==> src/rtl/mul_unit_pkg.sv <==
// Shared definitions for the iterative shift-add multiplier: op encodings,
// controller state enum and the iteration bound.
package mul_unit_pkg;

  // Number of shift-add iterations is 32; the counter ends on this value.
  localparam int          CNT_W     = 5;
  localparam logic [4:0]  LAST_ITER = 5'd31;

  typedef enum logic [1:0] {
    OP_MUL   = 2'b00,
    OP_UMULL = 2'b01,
    OP_SMULL = 2'b10,
    OP_RSVD  = 2'b11   // executes as MUL
  } op_e;

  typedef enum logic [1:0] {
    ST_IDLE = 2'b00,
    ST_RUN  = 2'b01,
    ST_DONE = 2'b10
  } state_e;

  // Long ops write both the low and the high result word.
  function automatic logic is_long(input op_e op);
    return (op == OP_UMULL) || (op == OP_SMULL);
  endfunction

endpackage

==> src/rtl/mul_unit.sv <==
// Iterative 32x32 multiplier (MUL / UMULL / SMULL), one shift-add step per
// cycle. Signed products use magnitudes plus a final negate folded into the
// result register load, so the signed path costs no extra cycle.
module mul_unit
  import mul_unit_pkg::*;
#(
  parameter int WIDTH = 32
) (
  input  logic             clk,
  input  logic             reset,
  input  logic             start,
  input  logic [1:0]       op,
  input  logic [WIDTH-1:0] a,
  input  logic [WIDTH-1:0] b,
  input  logic [3:0]       rdlo,
  input  logic [3:0]       rdhi,
  output logic             busy,
  output logic             done,
  output logic [WIDTH-1:0] wd_lo,
  output logic [WIDTH-1:0] wd_hi,
  output logic [3:0]       wa_lo,
  output logic [3:0]       wa_hi,
  output logic             we_lo,
  output logic             we_hi
);

  localparam logic [WIDTH-1:0]   ONE_W  = {{(WIDTH-1){1'b0}}, 1'b1};
  localparam logic [2*WIDTH-1:0] ONE_2W = {{(2*WIDTH-1){1'b0}}, 1'b1};

  state_e             state_reg, state_next;
  logic [CNT_W-1:0]   count_reg;
  logic [2*WIDTH-1:0] mcand_reg;
  logic [WIDTH-1:0]   mplier_reg;
  logic [2*WIDTH-1:0] acc_reg;
  logic               neg_reg;
  op_e                op_reg;
  logic [3:0]         rdlo_reg, rdhi_reg;

  logic               accept;
  logic               iterate;
  logic               finish;
  logic               is_smull_in;
  logic [WIDTH-1:0]   mag_a, mag_b;
  logic [2*WIDTH-1:0] product;

  // Operand magnitudes for the signed path; unsigned ops pass straight through.
  assign is_smull_in = (op_e'(op) == OP_SMULL);
  assign mag_a = (is_smull_in && a[WIDTH-1]) ? (~a + ONE_W) : a;
  assign mag_b = (is_smull_in && b[WIDTH-1]) ? (~b + ONE_W) : b;

  // Final product: negate the magnitude product when operand signs differed.
  assign product = neg_reg ? (~acc_reg + ONE_2W) : acc_reg;

  // Busy covers the whole run and the visible done cycle.
  assign busy = (state_reg != ST_IDLE) || done;

  // Controller state register.
  always_ff @(posedge clk) begin
    if (reset) state_reg <= ST_IDLE;
    else       state_reg <= state_next;
  end

  // Controller next-state logic.
  always_comb begin
    state_next = state_reg;
    case (state_reg)
      ST_IDLE: if (accept) state_next = ST_RUN;
      ST_RUN:  if (count_reg == LAST_ITER) state_next = ST_DONE;
      ST_DONE: state_next = ST_IDLE;
      default: state_next = ST_IDLE;
    endcase
  end

  // Controller outputs; a start during the done cycle is not accepted.
  always_comb begin
    accept  = (state_reg == ST_IDLE) && start && !done;
    iterate = (state_reg == ST_RUN);
    finish  = (state_reg == ST_DONE);
  end

  // Operand capture and one shift-add iteration per RUN cycle.
  always_ff @(posedge clk) begin
    if (reset) begin
      count_reg  <= '0;
      mcand_reg  <= '0;
      mplier_reg <= '0;
      acc_reg    <= '0;
      neg_reg    <= 1'b0;
      op_reg     <= OP_MUL;
      rdlo_reg   <= '0;
      rdhi_reg   <= '0;
    end else if (accept) begin
      count_reg  <= '0;
      mcand_reg  <= {{WIDTH{1'b0}}, mag_a};
      mplier_reg <= mag_b;
      acc_reg    <= '0;
      neg_reg    <= is_smull_in && (a[WIDTH-1] ^ b[WIDTH-1]);
      op_reg     <= op_e'(op);
      rdlo_reg   <= rdlo;
      rdhi_reg   <= rdhi;
    end else if (iterate) begin
      count_reg  <= count_reg + 5'd1;
      if (mplier_reg[0]) acc_reg <= acc_reg + mcand_reg;
      mcand_reg  <= mcand_reg << 1;
      mplier_reg <= mplier_reg >> 1;
    end
  end

  // Result and write-port registers; loaded once per operation, pulsed enables.
  always_ff @(posedge clk) begin
    if (reset) begin
      done  <= 1'b0;
      we_lo <= 1'b0;
      we_hi <= 1'b0;
      wd_lo <= '0;
      wd_hi <= '0;
      wa_lo <= '0;
      wa_hi <= '0;
    end else begin
      done  <= 1'b0;
      we_lo <= 1'b0;
      we_hi <= 1'b0;
      if (finish) begin
        done  <= 1'b1;
        we_lo <= 1'b1;
        we_hi <= is_long(op_reg);
        wd_lo <= product[WIDTH-1:0];
        if (is_long(op_reg)) wd_hi <= product[2*WIDTH-1:WIDTH];
        wa_lo <= rdlo_reg;
        wa_hi <= rdhi_reg;
      end
    end
  end

endmodule

==> config.mk <==
export PLATFORM = sky130hd
export DESIGN_NAME = mul_unit
export DESIGN_NICKNAME = d
export VERILOG_FILES = /design/src/rtl/mul_unit_pkg.sv /design/src/rtl/mul_unit.sv
export SDC_FILE = /design/constraint.sdc
export NUM_CORES = 1
export LEC_CHECK = 0
export ABC_AREA = 1
export CAP_MARGIN = 5
export CELL_PAD_IN_SITES_DETAIL_PLACEMENT = 1
export CELL_PAD_IN_SITES_GLOBAL_PLACEMENT = 1
export CORE_UTILIZATION = 45
export CTS_BUF_LIST = sky130_fd_sc_hd__clkbuf_8
export CTS_CLUSTER_SIZE = 16
export DETAILED_ROUTE_END_ITERATION = 8
export PLACE_DENSITY_LB_ADDON = 0.3
export SLEW_MARGIN = 20
export SYNTH_ARGS = -nofsm -noshare
export SYNTH_HDL_FRONTEND = slang
export SYNTH_SLANG_ARGS = --single-unit
==> constraint.sdc <==
create_clock -name clk -period 4.1 [get_ports clk]
set_input_delay 0.615 -clock clk [delete_from_list [all_inputs] [get_ports clk]]
set_output_delay 0.615 -clock clk [all_outputs]
set_load 0.01 [all_outputs]
==> impl_results.html <==
<table>
<tr><th>Metric</th><th>Value</th></tr>
<tr><th colspan="2">Status</th></tr>
<tr><td>Outcome</td><td>complete, no violations</td></tr>
<tr><th colspan="2">Timing</th></tr>
<tr><td>Slew at the pin with the worst max-slew slack</td><td>1.03 ns</td></tr>
<tr><td>Count of endpoints failing setup in the final report</td><td>0</td></tr>
<tr><td>Worst Hold Margin</td><td>0.468 ns</td></tr>
<tr><td>Post-route setup TNS</td><td>0 ns</td></tr>
<tr><td>Highest attainable clock frequency</td><td>between 300 and 400 MHz</td></tr>
<tr><td>Minimum clock period after layout</td><td>between 2 and 3 ns</td></tr>
<tr><td>Fraction of the cycle the final worst path needs</td><td>67.3%</td></tr>
<tr><td>Tightest slew margin relative to the limit</td><td>31.6%</td></tr>
<tr><td>Final slew viol count</td><td>0</td></tr>
<tr><td>Final Hold Vio Count</td><td>0</td></tr>
<tr><td>Final setup skew</td><td>between 0.03 and 0.04 ns</td></tr>
<tr><td>RSZ-0062 raised after global routing</td><td>no</td></tr>
<tr><th colspan="2">Synthesis</th></tr>
<tr><td>Number of nets in the synthesized netlist</td><td>3,575</td></tr>
<tr><td>Number of distinct library cell variants in the gate-level netlist after synthesis</td><td>46</td></tr>
<tr><td>Post-synth top cells</td><td>1,243 x nand2_1, 577 x inv_1, 290 x nor2_1, 254 x a21oi_1, 252 x dfxtp_1</td></tr>
<tr><td>Ys Warns</td><td>0</td></tr>
<tr><td>Flip-flop cell with the highest count after synthesis</td><td>dfxtp_1</td></tr>
<tr><td>Synthesized instance count</td><td>about 3,400</td></tr>
<tr><td>Biggest area consumer among synthesized cells</td><td>dfxtp_1</td></tr>
<tr><td>Number of storage elements in the synthesis netlist</td><td>between 200 and 300</td></tr>
<tr><td>Area fraction of the dominant cell type after synthesis</td><td>approximately a quarter</td></tr>
<tr><td>Top cells by area in the synthesized netlist</td><td>dfxtp_1 26%, nand2_1 24%, inv_1 11%</td></tr>
<tr><td>Leading cell type by number of instances after synthesis</td><td>nand2_1</td></tr>
<tr><td>Average footprint of a synthesized cell</td><td>roughly 5.7 sq um</td></tr>
<tr><td>Number of enable flip-flop cells after synthesis</td><td>0</td></tr>
<tr><td>Register area share after synthesis</td><td>between 20 and 30%</td></tr>
<tr><td>Post-synth ARST share</td><td>0%</td></tr>
<tr><td>Area of the mapped netlist</td><td>about 19,000 sq um</td></tr>
<tr><th colspan="2">Hold path</th></tr>
<tr><td>Beginning of the worst hold path</td><td>rdlo_reg[0]</td></tr>
<tr><td>Hold EP</td><td>rdlo_reg[0]</td></tr>
<tr><td>Hold-critical path depth</td><td>2</td></tr>
<tr><td>Path type of the worst min-delay path</td><td>flip-flop to flip-flop</td></tr>
<tr><th colspan="2">Clock tree</th></tr>
<tr><td>CTS root buf</td><td>clkbuf_8</td></tr>
<tr><td>Post-CTS setup-driven buffer insertion count</td><td>0</td></tr>
<tr><td>Skew-Pair Late Insertion Delay</td><td>0.65 ns</td></tr>
<tr><td>H-Tree Level Count</td><td>2</td></tr>
<tr><td>TritonCTS clock tree</td><td>done</td></tr>
<tr><td>Hold-fix buffers at CTS</td><td>0</td></tr>
<tr><td>Number of gates given a new drive strength after cts</td><td>0</td></tr>
<tr><td>Post-CTS clock slew at the launch and capture registers of the worst setup and hold paths</td><td>0.06 ns</td></tr>
<tr><td>Total CTS buffers</td><td>47</td></tr>
<tr><td>Bufs on Longest Clock Path</td><td>3</td></tr>
<tr><td>Clock Sink Count</td><td>252</td></tr>
<tr><th colspan="2">Global route</th></tr>
<tr><td>Global-route wire length before repair</td><td>126 mm</td></tr>
<tr><td>Antenna violations before repair</td><td>0</td></tr>
<tr><td>Overall track demand over capacity in global routing</td><td>36.4%</td></tr>
<tr><td>Pin count of the biggest net entering global routing</td><td>approximately 100</td></tr>
<tr><td>Vias in the first global route</td><td>23,100</td></tr>
<tr><td>Overflow left after global routing</td><td>0</td></tr>
<tr><th colspan="2">Floorplanning</th></tr>
<tr><td>Die width</td><td>210 um</td></tr>
<tr><td>Die area</td><td>44,000 sq um</td></tr>
<tr><td>Starting utilization of the core area</td><td>45.9%</td></tr>
<tr><td>Core region area</td><td>around 42,000 sq um</td></tr>
<tr><td>Floorplan die height</td><td>~210 um</td></tr>
<tr><td>Number of rows created at floorplan</td><td>75</td></tr>
<tr><td>Ports placed on the boundary</td><td>around 150</td></tr>
<tr><th colspan="2">Final layout</th></tr>
<tr><td>Multi-input combinational cell area</td><td>approximately 12,000 sq um</td></tr>
<tr><td>Layout cells sized above 1</td><td>4.11%</td></tr>
<tr><td>Footprint of the flip-flops and latches</td><td>about 5000 sq um</td></tr>
<tr><td>Filler Cells Inserted</td><td>6,097</td></tr>
<tr><td>Signed area change from the synthesized netlist to the final layout</td><td>15.4%</td></tr>
<tr><td>Nets</td><td>around 3,700</td></tr>
<tr><th colspan="2">Route</th></tr>
<tr><td>Final routed wire length divided by cell count</td><td>19.1 um</td></tr>
<tr><td>Total via count in the routed design</td><td>22,500</td></tr>
<tr><td>Post-detailed-routing wire length</td><td>around 79 mm</td></tr>
<tr><td>Routed Antenna Nets</td><td>0</td></tr>
<tr><td>Number of DRC violations after detailed-routing iteration 0</td><td>1,675</td></tr>
<tr><td>Number of search-and-repair iterations in the first detailed-routing pass</td><td>5</td></tr>
<tr><td>DRC violations left</td><td>0</td></tr>
<tr><td>Vias per std cell</td><td>5.42</td></tr>
<tr><th colspan="2">Worst setup path</th></tr>
<tr><td>Required time of the critical path</td><td>about 4.6 ns</td></tr>
<tr><td>Critical-path cell with the highest stage delay</td><td>dfxtp_1</td></tr>
<tr><td>Reg2Reg Depth</td><td>14</td></tr>
<tr><td>R2R Setup Slk</td><td>1.34 ns</td></tr>
<tr><td>Biggest cell delay along the critical path</td><td>roughly 0.41 ns</td></tr>
<tr><td>Reg2Reg Launch Point</td><td>acc_reg[12]</td></tr>
<tr><td>Critical path startpoint category</td><td>flip-flop</td></tr>
<tr><td>Crit-path max FO</td><td>5</td></tr>
<tr><td>Cell family with the largest share of critical-path delay</td><td>simple AND/OR/NAND/NOR gates</td></tr>
<tr><td>Crit-path most repeated cell</td><td>nand2_1</td></tr>
<tr><td>Count of buffering cells on the critical path with inverters included</td><td>2</td></tr>
<tr><td>Capturing point of the worst reg2reg path</td><td>acc_reg[61]</td></tr>
<tr><td>Worst Setup Path Type</td><td>flip-flop to flip-flop</td></tr>
<tr><td>Critical path cell sequence</td><td>ha_1, nand2_1, nor2_1, nand2_1, inv_1, nand2_1, nand2_1, nand2_1, nand2_1, nand2_1, nand3_1, nand3_1, nand2_1, inv_1</td></tr>
<tr><td>Kind of capture point of the worst setup path</td><td>flip-flop</td></tr>
<tr><td>Endpoint arrival time on the critical path</td><td>3.30 ns</td></tr>
<tr><th colspan="2">Power and ir drop</th></tr>
<tr><td>Standby leakage power</td><td>approximately 12 nW</td></tr>
<tr><td>Overall power</td><td>6.47 mW</td></tr>
<tr><td>P per Cell Area</td><td>288 nW/um^2</td></tr>
<tr><td>Worst-case vdd ir drop</td><td>0.234 mV</td></tr>
<tr><th colspan="2">Place</th></tr>
<tr><td>RePlAce Congestion</td><td>0.979</td></tr>
<tr><td>Number of I/O port buffers</td><td>152</td></tr>
<tr><td>Detailed placer's ending HPWL</td><td>62.8 mm</td></tr>
<tr><th colspan="2">Run</th></tr>
<tr><td>Number of maximum-capacitance violations</td><td>0</td></tr>
</table>
-- how the worst max path moves through the flow --
stage,start,to,slack (ns),cells after the start
CTS,state_reg[0],mcand_reg[2],1.34,7
finish,acc_reg[12],acc_reg[61],1.34,14
global placement,op[1],mcand_reg[22],1.01,11
detailed placement,op[1],mcand_reg[22],0.93,11
floorplan,acc_reg[0],acc_reg[62],2.08,17
global route,acc_reg[11],acc_reg[61],1.17,14
-- cells in the final DEF (no fill, tap or decap), types with 15 or more instances in the layout --
| cell type | count |
|---|---|
| o21a_1 | 19 |
| nand4_1 | 41 |
| clkbuf_8 | 59 |
| xor2_1 | 87 |
| nor3_1 | 24 |
| dfxtp_1 | 251 |
| inv_1 | 588 |
| o21ai_0 | 139 |
| a21oi_1 | 254 |
| nand2_1 | 1241 |
| nor2_1 | 290 |
| ha_1 | 68 |
| nand3_1 | 208 |
| clkdlybuf4s50_1 | 151 |
| buf_4 | 15 |
-- worst register-to-register path, cell delays in order, from the launching register on --
cell	delay [ns]
dfxtp_1	0.41
ha_1	0.41
nand2_1	0.14
nor2_1	0.26
nand2_1	0.11
inv_1	0.07
nand2_1	0.05
nand2_1	0.21
nand2_1	0.08
nand2_1	0.28
nand2_1	0.17
nand3_1	0.10
nand3_1	0.22
nand2_1	0.13
inv_1	0.04
-- power breakdown --
part	internal, mW	switching [mW]
registers	2.53	0.0836
clock network	1.54	1.19
logic	0.361	0.769
total	4.43	2.04
-- layer usage --
| metal | vias up | track usage [%] | part of all wire (%) |
|---|---|---|---|
| met5 | - | 0 | 0 |
| met4 | 0 | 10.7 | 2.6 |
| met3 | 130 | 5.96 | 7.3 |
| met2 | 700 | 58.3 | 45 |
| met1 | 10800 | 50.1 | 46 |
| li1 | 10800 | - | - |
-- final cells by class --
class                   instances  area share [%]
repair buffers                169            7.44
well taps                     577            3.22
flip-flops and latches        252            22.5
diodes                          1          0.0111
inverters                     591            9.91
clock inverters                22           0.898
multi-input cells            2483            52.4
clock buffers                  59            3.62
-- logic make-up (layout without fill, tap and decap cells) --
family	Yosys count	after routing	share of synthesized area, %
AND/OR/NAND/NOR	1855	1855	38.7
buffers and inverters	694	841	13.6
AO/OA/AOI/OAI	467	467	13.1
flip-flops	252	252	25.9
XOR/XNOR	92	92	4.14
adder cells (fa/ha/maj)	69	69	4.48
other	0	1	0
-- per-stage QoR --
step           cells  setup slack [ns]  area [sq um]  utilization [%]
2_1_floorplan   3429              2.08         19400                -
3_3_place_gp    4072              1.01         21400             50.6
3_5_place_dp    4072             0.931         21400             50.6
4_1_cts         4153              1.34         22400             53.0
5_1_grt         4153              1.17         22400             53.0
6_report        4154              1.34         22400             53.0
Note: power is estimated with default switching activity, not from simulation.
